### config.mk
export PLATFORM = sky130hd
export DESIGN_NAME = fust_mq
export DESIGN_NICKNAME = d
export VERILOG_FILES = /design/src/rtl/fust_mq.sv
export SDC_FILE = /design/constraint.sdc
export NUM_CORES = 1
export LEC_CHECK = 0
export CAP_MARGIN = 25
export CORE_MARGIN = 2
export CORE_UTILIZATION = 41
export CTS_CLUSTER_SIZE = 40
export DETAILED_ROUTE_END_ITERATION = 10
export GPL_TIMING_DRIVEN = 0
export PLACE_DENSITY = 0.72
export SETUP_SLACK_MARGIN = 0.05
export SKIP_CTS_REPAIR_TIMING = 1
export SLEW_MARGIN = 10
export SYNTH_ARGS = -nofsm -noshare
export SYNTH_HDL_FRONTEND = slang
export SYNTH_HIERARCHICAL = 1
export SYNTH_SLANG_ARGS = --single-unit
export TNS_END_PERCENT = 5
### constraint.sdc
create_clock -name CLK -period 2.15 [get_ports CLK]
set_input_delay 0.215 -clock CLK [delete_from_list [all_inputs] [get_ports CLK]]
set_output_delay 0.215 -clock CLK [all_outputs]
set_load 0.01 [all_outputs]
### src/rtl/fust_mq.sv
// fust_mq: multi-entry matrix functional-unit status queue.
// Tracks up to NENT in-flight matrix ops with producer-tag wakeup,
// lowest-index ready select for issue, completion free and spec flush.

// Per-entry slot: holds op row, tags, spec bit and FREE/WAIT/READY/EXEC state.
module fust_mq_ent #(
   parameter int TAGW = 3,
   parameter int OPW  = 32
) (
   input  logic            CLK,
   input  logic            nRST,
   input  logic            alloc,
   input  logic [OPW-1:0]  a_op,
   input  logic            a_spec,
   input  logic [TAGW-1:0] a_t1,
   input  logic [TAGW-1:0] a_t2,
   input  logic            wb_en,
   input  logic [TAGW-1:0] wb_tag,
   input  logic            iss,
   input  logic            done,
   input  logic            flush,
   input  logic            resolve,
   output logic            busy,
   output logic            rdy,
   output logic            spec,
   output logic [OPW-1:0]  op
);
   logic            exec_q;
   logic [TAGW-1:0] t1_q, t2_q;
   logic            wb_hit;

   assign wb_hit = wb_en && (wb_tag != '0);
   // READY = occupied, not executing, both operands available
   assign rdy = busy && !exec_q && (t1_q == '0) && (t2_q == '0);

   // entry state: flush beats everything, then alloc, then wakeup/issue/done/resolve
   always_ff @(posedge CLK or negedge nRST) begin
      if (!nRST) begin
         busy   <= 1'b0;
         exec_q <= 1'b0;
         spec   <= 1'b0;
         op     <= '0;
         t1_q   <= '0;
         t2_q   <= '0;
      end else if (flush && spec) begin
         busy   <= 1'b0;
         exec_q <= 1'b0;
         spec   <= 1'b0;
         op     <= '0;
         t1_q   <= '0;
         t2_q   <= '0;
      end else if (alloc) begin
         busy   <= 1'b1;
         exec_q <= 1'b0;
         spec   <= a_spec;
         op     <= a_op;
         t1_q   <= a_t1;
         t2_q   <= a_t2;
      end else if (busy) begin
         if (wb_hit && (t1_q == wb_tag)) t1_q <= '0;
         if (wb_hit && (t2_q == wb_tag)) t2_q <= '0;
         if (iss) exec_q <= 1'b1;
         if (resolve && !flush) spec <= 1'b0;
         if (done && exec_q) begin
            busy   <= 1'b0;
            exec_q <= 1'b0;
            spec   <= 1'b0;
            op     <= '0;
            t1_q   <= '0;
            t2_q   <= '0;
         end
      end
   end
endmodule

module fust_mq #(
   parameter int NENT = 4,
   parameter int TAGW = 3,
   parameter int OPW  = 32,
   localparam int IW  = $clog2(NENT),
   localparam int CW  = $clog2(NENT) + 1
) (
   input  logic            CLK,
   input  logic            nRST,
   input  logic            alloc_en,
   input  logic [OPW-1:0]  alloc_op,
   input  logic            alloc_spec,
   input  logic [TAGW-1:0] alloc_t1,
   input  logic [TAGW-1:0] alloc_t2,
   output logic            alloc_ready,
   output logic [IW-1:0]   alloc_idx,
   input  logic            wb_en,
   input  logic [TAGW-1:0] wb_tag,
   output logic            issue_ready,
   output logic [IW-1:0]   issue_idx,
   output logic [OPW-1:0]  issue_op,
   input  logic            issue_en,
   input  logic            done_en,
   input  logic [IW-1:0]   done_idx,
   input  logic            flush,
   input  logic            resolve,
   output logic [NENT-1:0] busy_vec,
   output logic [CW-1:0]   count
);
   logic [NENT-1:0]           rdy, spec;
   logic [NENT-1:0][OPW-1:0]  op_q;
   logic                      any_rdy, acc, wb_hit;
   logic                      a_spec;
   logic [TAGW-1:0]           a_t1, a_t2;

   assign wb_hit = wb_en && (wb_tag != '0);
   // a speculative allocation racing a flush is dropped
   assign acc    = alloc_en && alloc_ready && !(flush && alloc_spec);
   // resolve applies to the incoming op too; flush already dropped spec allocs
   assign a_spec = alloc_spec && !resolve;
   // same-cycle writeback bypass into the allocated tags
   assign a_t1   = (wb_hit && (alloc_t1 == wb_tag)) ? '0 : alloc_t1;
   assign a_t2   = (wb_hit && (alloc_t2 == wb_tag)) ? '0 : alloc_t2;

   // lowest-index FREE entry for allocation
   always_comb begin
      alloc_ready = 1'b0;
      alloc_idx   = '0;
      for (int i = NENT - 1; i >= 0; i--) begin
         if (!busy_vec[i]) begin
            alloc_ready = 1'b1;
            alloc_idx   = IW'(i);
         end
      end
   end

   // lowest-index READY entry for issue; masked if a flush kills it
   always_comb begin
      any_rdy   = 1'b0;
      issue_idx = '0;
      for (int i = NENT - 1; i >= 0; i--) begin
         if (rdy[i]) begin
            any_rdy   = 1'b1;
            issue_idx = IW'(i);
         end
      end
      issue_ready = any_rdy && !(flush && spec[issue_idx]);
      issue_op    = op_q[issue_idx];
   end

   // occupancy count from registered busy bits
   always_comb begin
      count = '0;
      for (int i = 0; i < NENT; i++) count = count + CW'(busy_vec[i]);
   end

   for (genvar i = 0; i < NENT; i++) begin : g_ent
      fust_mq_ent #(.TAGW(TAGW), .OPW(OPW)) u_ent (
         .CLK     (CLK),
         .nRST    (nRST),
         .alloc   (acc && (alloc_idx == IW'(i))),
         .a_op    (alloc_op),
         .a_spec  (a_spec),
         .a_t1    (a_t1),
         .a_t2    (a_t2),
         .wb_en   (wb_en),
         .wb_tag  (wb_tag),
         .iss     (issue_en && issue_ready && (issue_idx == IW'(i))),
         .done    (done_en && (done_idx == IW'(i))),
         .flush   (flush),
         .resolve (resolve),
         .busy    (busy_vec[i]),
         .rdy     (rdy[i]),
         .spec    (spec[i]),
         .op      (op_q[i])
      );
   end
endmodule

==> run_results.csv <==
group,metric,value,unit
power_and_ir_drop,p_leak,4.49,nW
placed_design,placed_cell_area,8880,um2
drt,ant_nets,0,
worst_hold_path,worstHoldPathType,"input port to async pin",
layout,fill_cells,1526,
timing,whs,0.275,ns
critical_path,path_class,"flop to output pin",
synthesis,synth_seq_area_share,54.0,%
drt,drc,8,
synthesis,ys_ff_latch,164,
clock_network,cts_tree,"yes",
synthesis,yosysMostFrequentCell,"dfrtp_1",
critical_path,cp.arrival,2.62,ns
synthesis,synth.top_cells.by_count,"dfrtp_1 (164), a22o_1 (128), a22oi_1 (64), o21ai_0 (33)",
timing,fin_crit_sh,132,%
synthesis,synth_flop_cell,"dfrtp_1",
power_and_ir_drop,ir_worst_vdd,0.000824,V
layout,antenna_cells_inserted,0,
grt,grt_util_all_layers,23.4,%
timing,slew_headroom,37.7,%
grt,grt_start_max_net_pins,113,
drt,wl,23.1,mm
die,fp.dieH,140,um
drt,vias_per_cell,6.36,
power_and_ir_drop,p_total,16.2,mW
layout,layout.area.seq,4110,um2
timing,finalSetupTns,-22.36,ns
power_and_ir_drop,powerDensity,1670,nW/um2
placed_design,routabilityCongestion,0.876,
timing,worst_pin_slew,0.934,ns
flow_run,drv_cap,0,
synthesis,yosys.area.top_type_share,54.0,%
critical_path,ff2ff_setup_slack,-0.02,ns
layout,final_area,9680,um2
critical_path,reg2reg_to,"g_ent[2].u_ent/op[19]",
outcome,violations,"design-rule violations, negative setup slack",
synthesis,syn_avg_cell_area,12.0,um2
clock_network,cts_made_buffers,17,
timing,finalMaxSlewViolations,0,
die,start_util,42.0,%
die,die_w,140,um
die,dieArea,19600,um2
clock_network,worstSkewPairLatency,0.44,ns
grt,grt_pass1_wl,36.0,mm
placed_design,port_buffers,96,
die,num_rows,49,
grt,antenna_found_initial,0,
layout,layout.nets,824,
critical_path,worst_r2r_path_depth,7,
timing,layout_setup_ws,-0.690,ns
critical_path,worst-path-max-fanout,10,
synthesis,ys_warn_count,6,
drt,drtPass1Iterations,9,
clock_network,cts_max_level,4,
placed_design,hpwl,15.2,mm
die,core-area,18100,um2
drt,drtIter0Drc,473,
timing,worst_clock_skew,0.00919,ns
synthesis,yosysTopAreaCell,"dfrtp_1",
drt,route.vias.total,6433,
critical_path,cp-start-kind,"flop",
grt,grt_overflow,0,
timing,hold_violations,0,
timing,setup_viol,43,
placed_design,dpl_worst_slack,-1.21,ns
clock_network,cts_sinks,164,
timing,fmax,352,MHz
synthesis,async_reset_ff_share,100,%
critical_path,rr_startpoint,"g_ent[3].u_ent/busy",
timing,min_period,2.84,ns
synthesis,syn-num-nets,688,
synthesis,yosysUniqueCellTypes,39,
critical_path,crit_start,"g_ent[0].u_ent/t2_q[2]",
timing,rsz0062_at_grt,"yes",
synthesis,synth_edf_count,0,
critical_path,cp_data_required_time,1.93,ns
drt,routedWlPerCell,22.9,um
grt,grt_pass1_vias,6574,
outcome,outcome,"finished with violations",
layout,area_growth,27.5,%
layout,layout-drive-gt1-share,21.6,%
clock_network,path_clk_slew,0.06,ns
critical_path,crit_path_end_kind,"output pin",
synthesis,synthCells,633,
synthesis,yosys-top-cells-area,"dfrtp_1 (54%), a22o_1 (15%), a22oi_1 (6.3%)",
clock_network,clk_path_buf_depth,2,
clock_network,cts-root-buf,"clkbuf_16",
layout,multi_input_area,3270,um2
synthesis,synth.cell_area,7600,um2
die,pin_count,97,
## cell type report
cell class,instances,share of cell area (%)
buffer,51,3.94
tap,229,2.96
clock buffer,24,5.08
sequential,164,42.4
timing repair buffer,117,10.8
multi-input combinational,411,33.8
clock inverter,8,0.762
inverter,7,0.297
## cell usage in the layout, fill, tap and decap left out, types with 9 or more instances in the layout
| master | count |
|---|---|
| dlymetal6s2s_1 | 12 |
| o21ai_0 | 19 |
| dfrtp_1 | 160 |
| clkbuf_16 | 17 |
| clkbuf_2 | 25 |
| nor2_1 | 14 |
| o21ai_1 | 13 |
| a32o_1 | 28 |
| a21oi_1 | 18 |
| nand2_1 | 21 |
| buf_6 | 13 |
| clkdlybuf4s50_1 | 56 |
| buf_2 | 22 |
| xnor2_1 | 28 |
| buf_4 | 30 |
| nand4_1 | 9 |
| a22oi_1 | 58 |
| a22o_1 | 128 |
## through the flow
stage	cells	utilization, %
2_1_floorplan	633	-
3_3_place_gp	958	48.9
3_5_place_dp	959	49.1
4_1_cts	991	52.2
5_1_grt	1011	53.5
6_report	1011	53.5
## per-layer routing
layer  GRT usage (%)  wire length [um]  vias to the layer above
li1                -                 -                     2769
met1            31.7              9950                     3317
met2            37.1             11100                      296
met3            5.61              1490                       51
met4            8.61               543                        0
met5               0                 0                        -
## report_power, final
group | total, mW | internal [mW] | switching [mW]
logic | 7.70 | 3.72 | 3.98
registers | 5.57 | 4.48 | 1.09
clock network | 2.93 | 1.71 | 1.22
## critical path: stages (launching register included)
cell             delay (ns)
dfrtp_1                0.41
nor4_2                 0.30
and4b_1                0.26
buf_6                  0.13
clkbuf_1               0.45
nor2_1                 0.14
clkdlybuf4s50_1        0.51
## kinds of logic (layout without fill, tap and decap cells)
| kind of cell | count (synthesis) | in the layout | share of synthesized area, % |
|---|---|---|---|
| xor gates and xnor gates | 29 | 29 | 3.34 |
| DFF | 164 | 164 | 54.0 |
| AOI/OAI and AO/OA | 299 | 299 | 32.0 |
| buffers and inverters | 58 | 207 | 4.60 |
| adders and majority gates | 3 | 3 | 0.593 |
| and+or+nand+nor | 80 | 80 | 5.43 |
## sequential cells by signal, summed over array words and instances, names as in the netlist
| register | count |
|---|---|
| g_ent.u_ent/op | 128 |
| g_ent.u_ent/t1_q | 12 |
| g_ent.u_ent/t2_q | 12 |
| g_ent.u_ent/busy | 4 |
| g_ent.u_ent/exec_q | 4 |
| g_ent.u_ent/spec | 4 |
## worst max path at each step
stage | to | depth (start not counted)
after floorplan | issue_ready | 8
after global placement | g_ent[1].u_ent/busy | 1
after detailed placement | issue_op[11] | 8
after CTS | issue_op[11] | 8
after global routing | issue_op[4] | 7
final | issue_idx[0] | 6
Note: power is estimated with default switching activity, not from simulation.
